[config.mk]
export PLATFORM = sky130hd
export DESIGN_NAME = mem_arbiter
export DESIGN_NICKNAME = d
export VERILOG_FILES = /design/src/rtl/mem_arb_pkg.sv /design/src/rtl/mem_arbiter.sv
export SDC_FILE = /design/constraint.sdc
export NUM_CORES = 1
export LEC_CHECK = 0
export ABC_CLOCK_PERIOD_IN_PS = 3150
export BUFFER_PORTS_ARGS = -buffer_cell sky130_fd_sc_hd__buf_2
export CAP_MARGIN = 20
export CORE_AREA = 2 2 288 290
export DETAILED_ROUTE_END_ITERATION = 8
export DIE_AREA = 0 0 290 292
export GPL_ROUTABILITY_DRIVEN = 0
export SETUP_SLACK_MARGIN = 0.02
export SYNTH_ARGS = -nofsm -noshare
export SYNTH_HDL_FRONTEND = slang
export SYNTH_SLANG_ARGS = --single-unit
[constraint.sdc]
create_clock -name clk -period 3.15 [get_ports clk]
set_clock_uncertainty 0.1 [all_clocks]
set_input_delay 0 -clock clk [delete_from_list [all_inputs] [get_ports clk]]
set_output_delay 0 -clock clk [all_outputs]
set_load 0.02 [all_outputs]
[src/rtl/mem_arb_pkg.sv]
// Shared definitions for the memory-port arbiter between the I-cache and
// D-cache miss/write-back interfaces.
//   arb_state_e  : arbiter FSM state encoding
//   GNT_*        : encodings of the 2-bit grant status output
//   *_W_DEF      : default address / data widths
package mem_arb_pkg;

  localparam int ADDR_W_DEF = 28;
  localparam int DATA_W_DEF = 128;

  typedef enum logic [1:0] {
    IDLE    = 2'd0,
    SERVE_I = 2'd1,
    SERVE_D = 2'd2,
    RELEASE = 2'd3
  } arb_state_e;

  localparam logic [1:0] GNT_NONE = 2'b00;
  localparam logic [1:0] GNT_I    = 2'b01;
  localparam logic [1:0] GNT_D    = 2'b10;

endpackage

[src/rtl/mem_arbiter.sv]
// Shares the single off-chip memory port between the I-cache and D-cache.
// One requester is granted at a time; the grant is held until mem_ready,
// and contention alternates between the two caches so neither starves.
//
// Ports:
//   clk, rst_n                     clock, async active-low reset
//   i_mem_read/addr                I-cache line-fill request (held until ready)
//   i_mem_rdata/ready              fill data / completion strobe to I-cache
//   d_mem_read/write/addr/wdata    D-cache fill / write-back request
//   d_mem_rdata/ready              fill data / completion strobe to D-cache
//   mem_read/write/addr/wdata      registered memory request
//   mem_rdata/ready                memory read data / single-cycle completion
//   grant                          00 none, 01 I, 10 D
//
// state   | meaning
// --------+--------------------------------------------------------------
// IDLE    | no access in flight; arbitrate pending requests
// SERVE_I | I-cache access on the memory port, waiting for mem_ready
// SERVE_D | D-cache access on the memory port, waiting for mem_ready
// RELEASE | one dead cycle; requests ignored so a stale request is dropped
module mem_arbiter
  import mem_arb_pkg::*;
#(
  parameter int ADDR_W = ADDR_W_DEF,
  parameter int DATA_W = DATA_W_DEF
) (
  input  logic              clk,
  input  logic              rst_n,
  input  logic              i_mem_read,
  input  logic [ADDR_W-1:0] i_mem_addr,
  output logic [DATA_W-1:0] i_mem_rdata,
  output logic              i_mem_ready,
  input  logic              d_mem_read,
  input  logic              d_mem_write,
  input  logic [ADDR_W-1:0] d_mem_addr,
  input  logic [DATA_W-1:0] d_mem_wdata,
  output logic [DATA_W-1:0] d_mem_rdata,
  output logic              d_mem_ready,
  output logic              mem_read,
  output logic              mem_write,
  output logic [ADDR_W-1:0] mem_addr,
  output logic [DATA_W-1:0] mem_wdata,
  input  logic [DATA_W-1:0] mem_rdata,
  input  logic              mem_ready,
  output logic [1:0]        grant
);

  arb_state_e state_q, state_d;
  // 1 when the D-cache was served most recently; resets to I so D wins
  // the first contention.
  logic last_d_q, last_d_d;
  logic load_i, load_d, clear_req;
  logic i_req, d_req;

  assign i_req = i_mem_read;
  assign d_req = d_mem_read | d_mem_write;

  always_comb begin
    state_d   = state_q;
    last_d_d  = last_d_q;
    load_i    = 1'b0;
    load_d    = 1'b0;
    clear_req = 1'b0;
    case (state_q)
      IDLE: begin
        if (i_req && d_req) begin
          if (last_d_q) load_i = 1'b1;
          else          load_d = 1'b1;
        end else if (i_req) begin
          load_i = 1'b1;
        end else if (d_req) begin
          load_d = 1'b1;
        end
        if (load_i) state_d = SERVE_I;
        if (load_d) state_d = SERVE_D;
      end
      SERVE_I: begin
        if (mem_ready) begin
          state_d   = RELEASE;
          last_d_d  = 1'b0;
          clear_req = 1'b1;
        end
      end
      SERVE_D: begin
        if (mem_ready) begin
          state_d   = RELEASE;
          last_d_d  = 1'b1;
          clear_req = 1'b1;
        end
      end
      RELEASE: state_d = IDLE;
      default: state_d = IDLE;
    endcase
  end

  always_ff @(posedge clk or negedge rst_n) begin
    if (!rst_n) begin
      state_q  <= IDLE;
      last_d_q <= 1'b0;
    end else begin
      state_q  <= state_d;
      last_d_q <= last_d_d;
    end
  end

  // Memory request registers: loaded only on the grant edge and held for
  // the whole access, so requester inputs never reach mem_* directly.
  always_ff @(posedge clk or negedge rst_n) begin
    if (!rst_n) begin
      mem_read  <= 1'b0;
      mem_write <= 1'b0;
      mem_addr  <= '0;
      mem_wdata <= '0;
    end else if (load_i) begin
      mem_read  <= 1'b1;
      mem_write <= 1'b0;
      mem_addr  <= i_mem_addr;
      mem_wdata <= '0;
    end else if (load_d) begin
      // A simultaneous read and write-back from the D-cache issues the write.
      mem_read  <= d_mem_read & ~d_mem_write;
      mem_write <= d_mem_write;
      mem_addr  <= d_mem_addr;
      mem_wdata <= d_mem_wdata;
    end else if (clear_req) begin
      mem_read  <= 1'b0;
      mem_write <= 1'b0;
    end
  end

  assign i_mem_ready = mem_ready & (state_q == SERVE_I);
  assign d_mem_ready = mem_ready & (state_q == SERVE_D);
  assign i_mem_rdata = mem_rdata;
  assign d_mem_rdata = mem_rdata;

  always_comb begin
    grant = GNT_NONE;
    case (state_q)
      SERVE_I: grant = GNT_I;
      SERVE_D: grant = GNT_D;
      default: grant = GNT_NONE;
    endcase
  end

endmodule

# After elaboration in Yosys (flattened, before gate mapping)
# Index checks and enable logic that the tools add are counted.
dict set report word_totals {
  regBits 161
  out_inout_bits 418
}
dict set report classes {
  n_bitwise 5
  eq_ne 7
  reduce_logical 8
  muxes 30
}
# operator n
set op_table {}
lappend op_table {{$mux W128} 2}
lappend op_table {{$mux W28} 2}
lappend op_table {{$mux W1} 20}
lappend op_table {{$mux W2} 3}
lappend op_table {{$pmux W2 S3} 1}
lappend op_table {{$eq A2 B2 Y1 const B} 2}
lappend op_table {{$ne A2 B2 Y1 const B} 2}
lappend op_table {{$pmux W2 S2} 1}
lappend op_table {{$reduce_bool A2 Y1} 2}
lappend op_table {{$and A1 B1 Y1} 3}
lappend op_table {{$ne A3 B3 Y1 const B} 1}
lappend op_table {{$reduce_and A3 Y1} 1}
lappend op_table {{$reduce_bool A3 Y1} 1}
lappend op_table {{$eq A2 B1 Y1 const B} 1}
lappend op_table {{$logic_not A2 Y1} 1}
lappend op_table {{$ne A2 B1 Y1 const B} 1}
lappend op_table {{$pmux W1 S2} 1}
lappend op_table {{$reduce_and A2 Y1} 1}
lappend op_table {{$reduce_or A2 Y1} 1}
lappend op_table {{$logic_and A1 B1 Y1} 1}
lappend op_table {{$not A1 Y1} 1}
lappend op_table {{$or A1 B1 Y1} 1}

# Depth between registers and ports, before layout
# Gate-level depths: netlist (run 1).
dict set report logic_depth {
  depth_word 8
  depth_mapped 7
  depth_no_buf 5
}

# Worst setup path before layout (run 1)
# Ideal clock, no wire load.
dict set report synth_path {
  kind {register to register}
  from {register state_q[0]}
  to {register mem_wdata[10]}
  t_required_ns 2.929
  slack_ns 1.498
  path_stages_with_launch 8
  path_buffers 3
  synth_period_minus_slack_ns 1.652
  t_arrival_ns 1.431
  cell_sequence {dfrtp_1 inv_1 ha_1 o31ai_2 clkbuf_2 buf_4 buf_6 a22o_1}
}
dict set report synth_via {
  elab_chain_cells 3
  word_cells_on_any_way 5
}
# item line_no
set synth_lines {}
lappend synth_lines {{start: declaration} mem_arbiter.sv:48} ;# arb_state_e state_q, state_d;
lappend synth_lines {{start signal: assignment} mem_arbiter.sv:101} ;# state_q <= state_d;
lappend synth_lines {{$logic_not A2 Y1 *} mem_arbiter.sv:64} ;# case (state_q)
lappend synth_lines {{$mux W1} mem_arbiter.sv:64}
lappend synth_lines {{$mux W128 / $reduce_bool A2 Y1 (equally long branches)} -}
lappend synth_lines {{end signal: assignment} mem_arbiter.sv:124} ;# mem_wdata <= d_mem_wdata;
lappend synth_lines {{end: declaration} mem_arbiter.sv:42} ;# output logic [DATA_W-1:0] mem_wdata,
# Every way passes the cells marked *; elsewhere a longest branch is shown, timed or not.
# A chain may end at the register's enable or synchronous reset.

# Worst setup path in the final report (run 1)
dict set report layout_path {
  from {register state_q[0]}
  to {register mem_addr[21]}
}
dict set report layout_via {
  elab_chain_cells 3
  word_cells_on_any_way 5
}
# item line_no
set layout_lines {}
lappend layout_lines {{$logic_not A2 Y1 *} mem_arbiter.sv:64}
lappend layout_lines {{$mux W1} mem_arbiter.sv:64}
lappend layout_lines {{$mux W28 / $reduce_bool A2 Y1 (equally long branches)} -}
lappend layout_lines {{end signal: assignment} mem_arbiter.sv:117} ;# mem_addr <= i_mem_addr;
lappend layout_lines {{end signal: assignment} mem_arbiter.sv:123} ;# mem_addr <= d_mem_addr;
lappend layout_lines {{end: declaration} mem_arbiter.sv:41} ;# output logic [ADDR_W-1:0] mem_addr,
# Marked as above.

==> metrics.md, run 1 <==
| Metric | Value |
|---|---|
| Slowest stage cell, crit path | dlygate4sd3_1 |
| Post-CTS Resized | 0 |
| Layout net count | 1401 |
| RSZ-0062 raised after global routing | no |
| Die Area | 84680 um2 |
| Largest family of logic cells by synthesized area | buffers and inverters |
| Slew headroom | 59.70% |
| Number of global-route vias before repair | 7195 |
| GRT Util Overall | 7.319% |
| Hold WS | 0.03927 ns |
| P_leak | 6.129 nW |
| Yosys cell types | 30 |
| Highest-count cells in the layout ignoring fill and taps | buf_2, dlygate4sd3_1, dfrtp_1 |
| Slew Viols, Final | 0 |
| Vert. Die Dim | 292 um |
| FILL cells | 8964 |
| VDD IR max | 0.6274 mV |
| Vias | 6707 |
| Simple-gate area share of the yosys netlist | 3.211% |
| Crit path DAT | 2.82 ns |
| Hold Path Class | input pin to async pin |
| Final Cycle Share | 80.60% |
| Final WL | 31.38 mm |
| Core Util, Final | 15.91% |
| Clk root buf | clkbuf_16 |
| P&R area growth vs syn | 61.68% |
| DP Wirelength | 19.35 mm |
| TritonCTS Sinks | 161 |
| Drt pass-1 iters | 7 |
| Setup TNS | 0 ns |
| PwrDens | 860.2 nW/um2 |
| Max incr delay on CP | 0.57 ns |
| Initial Util | 9.838% |
| Mean cell area of the mapped netlist | 11.98 um2 |
| Total grt overflow | 0 |
| # Post-CTS Setup Buffers | 0 |
| TritonCTS Buffers | 17 |
| Mux share of post-synthesis cell area | 0.1247% |
| Final WS setup | 0.6112 ns |
| XOR/XNOR Fraction of Synth Area | 0% |
| Tightest Pin Transition | 0.5962 ns |
| CP Launch Type | flip-flop |
| CTS tree | done |
| Syn. warnings | 0 |
| Post-synthesis adder-cell area fraction | 0.6235% |
| Crit Path Max Fanout | 103 |
| Chip width | 290 um |
| CP bufs+invs | 3 |
| Net Count, Synth | 992 |
| Buffers on Ports | 351 |
| # rows | 105 |
| Largest delay contributor family on the critical path | buffers and inverters |
| Layout cells sized above 1 | 36.54% |
| First-pass GRT wire length | 44.84 mm |
| Compound-gate portion of the synthesized area | 18.55% |
| Final period demand of the worst path | 2.539 ns |
| Post-route DRC | 0 |
| Core Area | 81580 um2 |
| CTS clk-pin slew, worst paths | 0.07 ns |
| Status | finished, final reports clean |
| Mapped Area | 8026 um2 |
| Most common cell after layout, fill and taps aside | buf_2 |
| CTS max path bufs | 2 |
| Footprint of the multi-input gates | 1823 um2 |
| Max Fclk | 0.3939 GHz |
| Sequential element share of the synthesized area | 50.19% |
| Htree depth | 4 |
| Total chip power | 11.16 mW |
| Register area | 4029 um2 |
| Initial antenna violation count | 4 |
| Cells after Synth | 670 |
| Critical path class | flip-flop to flip-flop |
| Setup crit end kind | flip-flop |
| Top-level I/O count | 736 |
| Pin count of the biggest net entering global routing | 103 |
| Final ANT Viol Nets | 0 |
| Max-cap violation count | 0 |
| Hold Vio Cnt, Final | 0 |
| Place WS | 0.9581 ns |
| CP required | 3.43 ns |
| Synthesis-stage register bit count | 161 |
| WL per Instance | 14.49 um |
| Initial DRC count | 303 |
| Latest clock arrival within the worst-skew pair | 0.49 ns |
| Setup Viol. Count Final | 0 |
| Cells along the critical path | inv_1 > ha_1 > o31ai_4 > buf_12 > and2_1 > a221o_1 > dlygate4sd3_1 |
| Via density | 3.098 |
-- cells in the mapped netlist --
cell | instances | area, um2
buf_4 | 258 | 1937
a211oi_1 | 1 | 7.510
nor4b_1 | 1 | 8.760
inv_1 | 3 | 11.26
dfrtp_1 | 161 | 4029
or2_1 | 1 | 6.260
a22o_1 | 128 | 1121
a221o_1 | 28 | 280.3
o41a_1 | 1 | 11.26
nor2b_1 | 1 | 6.260
o21ai_0 | 2 | 10.01
a21oi_1 | 1 | 5.000
o41ai_1 | 1 | 8.760
ha_1 | 4 | 50.05
mux2i_1 | 1 | 10.01
buf_6 | 13 | 146.4
nor3_1 | 1 | 5.000
a21oi_2 | 1 | 8.760
o21bai_1 | 1 | 7.510
and2_1 | 30 | 187.7
buf_2 | 10 | 50.05
o31ai_2 | 1 | 12.51
a21boi_0 | 1 | 7.510
a31o_2 | 1 | 8.760
clkbuf_2 | 1 | 5.000
and3_1 | 2 | 12.51
clkbuf_1 | 11 | 41.29
and3_4 | 1 | 11.26
nand2_1 | 3 | 11.26
and3b_1 | 1 | 8.760
-- per-layer routing --
layer / track usage (%) / vias up / part of all wire [%] / wire length [um]
li1: - / 2946 / - / -
met1: 7.969 / 3254 / 40 / 12580
met2: 11.83 / 454 / 48 / 14930
met3: 3.113 / 51 / 8.9 / 2783
met4: 4.433 / 2 / 3.4 / 1069
met5: 0 / - / 0.041 / 13
-- worst register-to-register path, delay by kind of cell (launching register included) --
family / cells / cell delay [ns]
buffers and inverters: 3 / 0.93
DFF: 1 / 0.40
adders and majority gates: 1 / 0.30
AOI/OAI and AO/OA: 2 / 0.39
and+or+nand+nor: 1 / 0.31
-- final cells by class --
cell class                      count  area share, %
Antenna cell                        3        0.05785
Multi-Input combinational cell    213          14.05
Timing Repair Buffer              683          39.42
Inverter                            3        0.08677
Sequential cell                   161          31.05
Tap cell                         1070          10.32
Clock buffer                       18          3.384
Clock inverter                     14          1.639
-- flip-flops by register name, summed over array words and instances (netlist names) --
name and flops:
mem_wdata 128, mem_addr 28, state_q 2, last_d_q 1, mem_read 1, mem_write 1
-- final timing paths --
kind | cells past startpoint | startpoint | slack, ns | end
setup / recovery | 7 | state_q[0] | 0.61 | mem_addr[21]
hold / removal | 3 | rst_n | 0.04 | mem_addr[21]
setup reg to reg | 7 | state_q[0] | 0.61 | mem_addr[21]
hold reg to reg | 1 | mem_wdata[101] | 0.40 | mem_wdata[101]
max in group asynchronous | 3 | rst_n | 2.57 | mem_addr[15]
min in group clk | 3 | d_mem_wdata[98] | 0.14 | mem_wdata[98]
-- kinds of logic (layout without fill, tap and decap cells) --
logic type | after synthesis | after routing
compound gates | 167 | 167
fa+ha+maj | 4 | 4
simple gates | 41 | 41
buf+inv | 296 | 718
mux | 1 | 1
other cells | 0 | 3
flops | 161 | 161
-- repair_timing --
item	in CTS	in global routing
hold buffers	321	0
setup endpoints to repair	0	0
hold endpoints to repair	578	0
-- where the power goes --
part	total, mW	switching (mW)	internal [mW]
sequential	3.38	0.462	2.91
combinational	5.37	3.09	2.27
clock	2.42	1.05	1.37
-- stage by stage --
stage                     area [um2]  cells
after floorplan                 8026    670
after global placement          9087   1809
after detailed placement        9087   1809
after CTS                      12970   2162
after global routing           12970   2164
final                          12980   2165
(Power assumes the default switching activity.)
==> inputs of run 2 (changes only) <==
--- a/config.mk
+++ b/config.mk
@@ -5,12 +5,13 @@
 export SDC_FILE = /design/constraint.sdc
 export NUM_CORES = 1
 export LEC_CHECK = 0
-export ABC_CLOCK_PERIOD_IN_PS = 3150
+export ABC_AREA = 1
+export ABC_CLOCK_PERIOD_IN_PS = 2500
 export BUFFER_PORTS_ARGS = -buffer_cell sky130_fd_sc_hd__buf_2
 export CAP_MARGIN = 20
-export CORE_AREA = 2 2 288 290
+export CORE_AREA = 2 2 289 291
 export DETAILED_ROUTE_END_ITERATION = 8
-export DIE_AREA = 0 0 290 292
+export DIE_AREA = 0 0 291 293
 export GPL_ROUTABILITY_DRIVEN = 0
 export SETUP_SLACK_MARGIN = 0.02
 export SYNTH_ARGS = -nofsm -noshare
==> constraint.sdc (replaced) <==
create_clock -name clk -period 2.5 [get_ports clk]
set_clock_uncertainty 0.1 [all_clocks]
set_input_delay 0 -clock clk [delete_from_list [all_inputs] [get_ports clk]]
set_output_delay 0 -clock clk [all_outputs]
set_load 0.02 [all_outputs]
==> run 2 against run 1 <==
Sequential power grew 30%. Non-clock buffer count up 2. Sequential share of layout area fell by 1.3 points. Design area grew 4.3%. Final cell count grew 15%. Clock power grew 14%. Setup slack lost 0.41 ns.
==> metrics.md, run 2 <==
| Metric | Value |
|---|---|
| Yosys top cell by area | dfrtp_1 (unchanged) |
| Total grt overflow | 0 (unchanged) |
| Number of synthesized flops with an enable pin | 0 (unchanged) |
| Seq pwr share | 31.2% (was 30.2%) |
| Core Area | 81850 um2 (was 81580 um2) |
| CTS tree | done (unchanged) |
| Final Cell Area | 13530 um2 (was 12980 um2) |
| Async S/R FF share, synth | 100.0% (unchanged) |
| Htree depth | 4 (unchanged) |
| Hold Vio Cnt, Final | 0 (unchanged) |
| Most area-consuming cells after synthesis | dfrtp_1, buf_4, nand2_1 (was dfrtp_1, buf_4, a22o_1) |
| Max-cap violation count | 0 (unchanged) |
| Buffers on Ports | 351 (unchanged) |
| Drt pass-1 iters | 5 (was 7) |
| Hold Path Class | input pin to flip-flop (was input pin to async pin) |
| Layout net count | 1733 (was 1401) |
| DP Wirelength | 22.54 mm (was 19.35 mm) |
| Slew Viols, Final | 0 (unchanged) |
| Synthesis-stage register bit count | 161 (unchanged) |
| Initial Util | 10.61% (was 9.838%) |
| Setup crit end kind | flip-flop (unchanged) |
| Commonest cells post-synth | nand2_1, buf_4, nand3_1, dfrtp_1, buf_2 (was buf_4, dfrtp_1, a22o_1, and2_1, a221o_1) |
| WL per Instance | 14.15 um (was 14.49 um) |
| Most common cell in the netlist | nand2_1 (was buf_4) |
| CTS max path bufs | 2 (unchanged) |
| Chip width | 291 um (was 290 um) |
| Most common cell after layout, fill and taps aside | buf_2 (unchanged) |
| Net Count, Synth | 1343 (was 992) |
| Die Area | 85260 um2 (was 84680 um2) |
| Clock power share | 19.7% (was 21.7%) |
| Via density | 3.335 (was 3.098) |
| Max reg flops | 128 (unchanged) |
| CP required | 2.83 ns (was 3.43 ns) |
| Max Fclk | 0.4344 GHz (was 0.3939 GHz) |
| Sequential element share of the synthesized area | 46.40% (was 50.19%) |
| Post-placement cell area | 9716 um2 (was 9087 um2) |
| Setup TNS | 0 ns (unchanged) |
| PwrDens | 1040 nW/um2 (was 860.2 nW/um2) |
| Vias | 8320 (was 6707) |
| Crit Path Max Fanout | 55 (was 103) |
| First-pass GRT wire length | 50.78 mm (was 44.84 mm) |
| Main synth FF type | dfrtp_1 (unchanged) |
| Latest clock arrival within the worst-skew pair | 0.49 ns (about the same) |
| TritonCTS Buffers | 17 (unchanged) |
| Comb pwr share | 49.1% (was 48.1%) |
| Initial antenna violation count | 3 (was 4) |
| Clk root buf | clkbuf_16 (unchanged) |
| Number of global-route vias before repair | 8534 (was 7195) |
| GRT Util Overall | 8.057% (was 7.319%) |
| P&R area growth vs syn | 55.85% (was 61.68%) |
| Largest Register | mem_wdata (unchanged) |
| Final WL | 35.29 mm (was 31.38 mm) |
| P_sw | 6.638 mW (was 4.603 mW) |
| Switch share | 47.16% (was 41.24%) |
| Mapped Area | 8683 um2 (was 8026 um2) |
| Crit path DAT | 2.63 ns (was 2.82 ns) |
| Final Cycle Share | 92.08% (was 80.60%) |
| Highest-count cells in the layout ignoring fill and taps | buf_2, dlygate4sd3_1, nand2_1 (was buf_2, dlygate4sd3_1, dfrtp_1) |
| Top flop regs | mem_wdata: 128 flops, mem_addr: 28 flops, state_q: 2 flops (unchanged) |
| Cells along the critical path | inv_1 > ha_1 > nand2_1 > inv_1 > nand2_8 > buf_6 > nand3_1 > nand3_1 > dlygate4sd3_1 (was inv_1 > ha_1 > o31ai_4 > buf_12 > and2_1 > a221o_1 > dlygate4sd3_1) |
| Critical path class | flip-flop to flip-flop (unchanged) |
| Core Util, Final | 16.53% (was 15.91%) |
| Slew headroom | 50.02% (was 59.70%) |
| Internal | 7.438 mW (was 6.560 mW) |
| RSZ-0062 raised after global routing | no (unchanged) |
| Cells after Synth | 1021 (was 670) |
| Post-synth top area share | 46.40% (was 50.19%) |
| Tightest Pin Transition | 0.7496 ns (was 0.5962 ns) |
| Status | finished, final reports clean (unchanged) |
| Max incr delay on CP | 0.55 ns (was 0.57 ns) |
| P_leak | 6.755 nW (was 6.129 nW) |
| Syn. warnings | 0 (unchanged) |
| Layout cells sized above 1 | 28.23% (was 36.54%) |
| Vert. Die Dim | 293 um (was 292 um) |
| # rows | 105 (unchanged) |
| Post-route DRC | 0 (unchanged) |
| Mean cell area of the mapped netlist | 8.505 um2 (was 11.98 um2) |
| TritonCTS Sinks | 161 (unchanged) |
| Setup Viol. Count Final | 0 (unchanged) |
| Slowest stage cell, crit path | dlygate4sd3_1 (unchanged) |
| Final ANT Viol Nets | 0 (unchanged) |
| # Post-CTS Setup Buffers | 0 (unchanged) |
| Pin count of the biggest net entering global routing | 104 (was 103) |
| Yosys cell types | 16 (was 30) |
| Top-level I/O count | 736 (unchanged) |
| CTS clk-pin slew, worst paths | 0.09 ns (was 0.07 ns) |
| CP Launch Type | flip-flop (unchanged) |
| Final period demand of the worst path | 2.302 ns (was 2.539 ns) |
| VDD IR max | 0.5475 mV (was 0.6274 mV) |
| Initial DRC count | 356 (was 303) |
-- run 2: changes by cell type after synthesis, sizes merged, moves of 2 or more --
cell,delta
nand3,+214
and2,-30
buf,+28
and3,-3
inv,+10
a21oi,-2
nand4,+3
nor2,+2
a221o,-28
clkbuf,-7
nand2,+303
a22o,-128
-- run 2: worst max-delay path, delay by kind of cell, from the launching register on --
| family | cells | cell delay, ns |
|---|---|---|
| fa+ha+maj | 1 | 0.28 |
| buf+inv | 4 | 1.06 |
| flops | 1 | 0.37 |
| simple gates | 4 | 0.41 |
-- run 2: timing repair --
action,in CTS,in global routing
endpoints found under the hold margin,578,0
endpoints found under the setup margin,0,6
gates resized for setup,0,3
hold buffers,320,0
-- run 2: final cells by class --
type | instances | area [um2]
fill | 9030 | 68310
antenna | 1 | 2.502
tap | 1070 | 1339
clock buffer | 18 | 429.2
sequential | 161 | 4029
clock inverter | 14 | 171.4
timing repair buffer | 685 | 5160
multi-input combinational | 533 | 2349
inverter | 13 | 53.80
-- run 2: cell families (layout without fill, tap and decap cells) --
logic type,count (synthesis),count (layout),share of synthesized area (%)
AND/OR/NAND/NOR,525,525,25.98
AO/OA/AOI/OAI,4,4,0.2450
flip-flops,161,161,46.40
adder cells (fa/ha/maj),4,4,0.5764
buffers and inverters,327,730,26.80
other,0,1,0
-- run 2: power by group through the flow --
stage	sequential, mW	clock (mW)	combinational [mW]
after CTS	4.37	2.96	6.89
after detailed placement	4.40	0	6.07
after global placement	4.40	0	5.97
after floorplan	5.68	0	3.14
final	4.39	2.77	6.91
after global routing	4.51	3.05	7.52
-- run 2: worst paths after layout --
check	start	end	slack, ns	cells past startpoint
max	state_q[0]	mem_addr[27]	0.20	9
min	d_mem_wdata[6]	mem_wdata[6]	0.13	4
max reg2reg	state_q[0]	mem_addr[27]	0.20	9
min reg2reg	mem_wdata[122]	mem_wdata[122]	0.39	2
max in group asynchronous	rst_n	mem_addr[26]	1.05	4
min in group asynchronous	rst_n	mem_wdata[13]	0.54	3
-- run 2: routing by layer --
metal | vias to the layer above | track usage, % | wire length [um]
met4 | 4 | 5.965 | 2050
met3 | 74 | 3.744 | 3547
met5 | - | 0 | 27
li1 | 3779 | - | -
met1 | 3901 | 8.404 | 13130
met2 | 562 | 12.74 | 16540
-- run 2: per-stage QoR --
step                power, mW  hold slack (ns)  setup WS [ns]  instances
floorplan               8.815          -0.3956         0.9611       1021
global placement        10.36         -0.09980         0.4137       2142
detailed placement      10.47         -0.09980         0.3910       2142
CTS                     14.22          0.05431        0.05991       2494
global route            15.08          0.09344        0.02944       2495
finish                  14.08           0.1299         0.1979       2495
==> inputs of run 3 (changes only) <==
--- a/config.mk
+++ b/config.mk
@@ -6,13 +6,14 @@
 export NUM_CORES = 1
 export LEC_CHECK = 0
 export ABC_AREA = 1
-export ABC_CLOCK_PERIOD_IN_PS = 2500
+export ABC_CLOCK_PERIOD_IN_PS = 2900
 export BUFFER_PORTS_ARGS = -buffer_cell sky130_fd_sc_hd__buf_2
 export CAP_MARGIN = 20
-export CORE_AREA = 2 2 289 291
+export CORE_AREA = 2 2 287 289
 export DETAILED_ROUTE_END_ITERATION = 8
-export DIE_AREA = 0 0 291 293
+export DIE_AREA = 0 0 289 291
 export GPL_ROUTABILITY_DRIVEN = 0
+export REMOVE_ABC_BUFFERS = 1
 export SETUP_SLACK_MARGIN = 0.02
 export SYNTH_ARGS = -nofsm -noshare
 export SYNTH_HDL_FRONTEND = slang
==> constraint.sdc (replaced) <==
create_clock -name clk -period 2.9 [get_ports clk]
set_clock_uncertainty 0.1 [all_clocks]
set_input_delay 0 -clock clk [delete_from_list [all_inputs] [get_ports clk]]
set_output_delay 0 -clock clk [all_outputs]
set_load 0.02 [all_outputs]
==> run 3 against run 2 <==
Die area decreased by 1.4%. Final cell count rose by 1.7%. Routed wire length up 140%. Fmax shrank 16%. Sequential power fell by 14%. Setup slack got worse by 0.037 ns.
==> metrics.md, run 3 (synthesis gave the netlist of run 2 again) <==
| Metric | Value |
|---|---|
| Max Fclk | 0.3651 GHz (was 0.4344 GHz) |
| Die Area | 84100 um2 (was 85260 um2) |
| Layout net count | 1733 (unchanged) |
| Post-route DRC | 0 (unchanged) |
| Hold Vio Cnt, Final | 0 (unchanged) |
| Post-placement cell area | 9708 um2 (was 9716 um2) |
| Setup Viol. Count Final | 0 (unchanged) |
| Initial Util | 10.70% (was 10.61%) |
| Vert. Die Dim | 291 um (was 293 um) |
| Total grt overflow | 0 (unchanged) |
| Chip width | 289 um (was 291 um) |
| Highest-count cells in the layout ignoring fill and taps | buf_2, dlygate4sd3_1, nand2_1 (unchanged) |
| Hold Path Class | input pin to flip-flop (unchanged) |
| Buffers on Ports | 351 (unchanged) |
| Final WL | 83.17 mm (was 35.29 mm) |
| CTS max path bufs | 2 (unchanged) |
| Vias | 9583 (was 8320) |
| Setup crit end kind | flip-flop (unchanged) |
| Slew headroom | 24.80% (was 50.02%) |
| Top-level I/O count | 736 (unchanged) |
| Final ANT Viol Nets | 0 (unchanged) |
| Crit path DAT | 3.06 ns (was 2.63 ns) |
| Top flop regs | mem_wdata: 128 flops, mem_addr: 28 flops, state_q: 2 flops (unchanged) |
| Setup TNS | 0 ns (unchanged) |
| FILL cells | 9136 (was 9030) |
| Htree depth | 4 (unchanged) |
| Final Cell Area | 13630 um2 (was 13530 um2) |
| Layout cells sized above 1 | 28.23% (unchanged) |
| Max reg flops | 128 (unchanged) |
| Register-to-Register Path Depth | 8 (was 9) |
| Drt pass-1 iters | 5 (unchanged) |
| Final Cycle Share | 94.46% (was 92.08%) |
| CP required | 3.22 ns (was 2.83 ns) |
| Most common cell after layout, fill and taps aside | buf_2 (unchanged) |
| CTS clk-pin slew, worst paths | 0.08 ns (was 0.09 ns) |
| Clk root buf | clkbuf_16 (unchanged) |
| CTS tree | done (unchanged) |
| TritonCTS Buffers | 17 (unchanged) |
| Critical path class | flip-flop to flip-flop (unchanged) |
| PwrDens | 961.6 nW/um2 (was 1040 nW/um2) |
| Latest clock arrival within the worst-skew pair | 0.49 ns (about the same) |
| Largest Register | mem_wdata (unchanged) |
| # rows | 105 (unchanged) |
| P&R area growth vs syn | 56.92% (was 55.85%) |
| Number of global-route vias before repair | 9047 (was 8534) |
| Register area | 4029 um2 (unchanged) |
| GRT Util Overall | 19.24% (was 8.057%) |
| P_leak | 6.777 nW (was 6.755 nW) |
| Hold Crit Depth | 4 (unchanged) |
| Max-cap violation count | 0 (unchanged) |
| VDD IR max | 0.5821 mV (was 0.5475 mV) |
| RSZ-0062 raised after global routing | no (unchanged) |
| TritonCTS Sinks | 161 (unchanged) |
| Pin count of the biggest net entering global routing | 159 (was 104) |
| Initial antenna violation count | 82 (was 3) |
| First-pass GRT wire length | 102.2 mm (was 50.78 mm) |
| Slew Viols, Final | 0 (unchanged) |
| Footprint of the multi-input gates | 2349 um2 (unchanged) |
| Initial DRC count | 730 (was 356) |
| DP Wirelength | 66.87 mm (was 22.54 mm) |
| WL per Instance | 32.77 um (was 14.15 um) |
| Final period demand of the worst path | 2.739 ns (was 2.302 ns) |
| Post-CTS Resized | 0 (unchanged) |
| Crit Path Max Fanout | 40 (was 55) |
| Core Area | 81190 um2 (was 81850 um2) |
| CP Launch Type | flip-flop (unchanged) |
| Via density | 3.776 (was 3.335) |
| Status | finished, final reports clean (unchanged) |
| Tightest Pin Transition | 1.124 ns (was 0.7496 ns) |
==> run 3: changes by cell type in the layout (fill, tap and decap cells not counted), sizes merged <==
cell	delta
clkinv	-4
clkinvlp	-1
inv	+3
diode	+43
clkbuf	+2
==> run 3: critical path, cell delays in order, from the launching register on <==
cell           delay (ns)
dfrtp_1              0.40
inv_1                0.11
ha_1                 0.29
nand3_4              0.14
inv_6                0.30
buf_4                0.31
nand2_1              0.27
nand3_1              0.16
dlygate4sd3_1        0.55
==> run 3: repair_timing <==
| item | 4_1_cts | 5_1_grt |
|---|---|---|
| hold endpoints to repair | 539 | 0 |
| hold buffers | 321 | 0 |
| buffers inserted | 0 | 0 |
==> run 3: power by group <==
part | internal [mW] | total (mW) | switching (mW)
logic | 2.22 | 6.93 | 4.71
registers | 3.22 | 3.76 | 0.535
clock network | 1.25 | 2.41 | 1.16
total | 6.69 | 13.1 | 6.41
==> run 3: final cells by class <==
cell class	count	area share [%]
repair buffers	685	37.93
flip-flops and latches	161	29.57
multi-input cells	533	17.24
well taps	1070	9.825
clock buffers	20	3.352
clock inverters	12	0.8815
diodes	44	0.8081
inverters	13	0.3949
==> run 3: worst paths after layout <==
kind	startpoint	endpoint	slack, ns
setup / recovery	state_q[0]	mem_addr[27]	0.16
hold / removal	d_mem_wdata[110]	mem_wdata[110]	0.14
setup reg to reg	state_q[0]	mem_addr[27]	0.16
hold reg to reg	mem_wdata[35]	mem_wdata[35]	0.39
max in group asynchronous	rst_n	mem_wdata[3]	1.36
min in group asynchronous	rst_n	mem_wdata[7]	0.48
==> run 3: through the flow <==
step           setup slack, ns  instances  power, mW  util, %  hold slack, ns
5_1_grt                0.06871       2519      13.92    16.72          0.1231
3_3_place_gp            0.7482       2141      9.356    11.96        -0.09786
3_5_place_dp            0.7373       2141      9.427    11.96        -0.09786
6_report                0.1608       2538      13.10    16.78          0.1383
2_1_floorplan           -1.789        707      6.838        -         -0.3956
4_1_cts                 0.1942       2494      13.21    16.65         0.06706
==> run 3: routing by layer <==
layer / wire [um] / part of all wire (%) / vias up / GRT usage (%)
met5: 786 / 0.95 / - / 3.140
met4: 2989 / 3.6 / 36 / 6.890
met3: 14150 / 17 / 250 / 15.60
met2: 33300 / 40 / 923 / 27.10
met1: 31940 / 38 / 4553 / 21.06
li1: - / - / 3821 / -
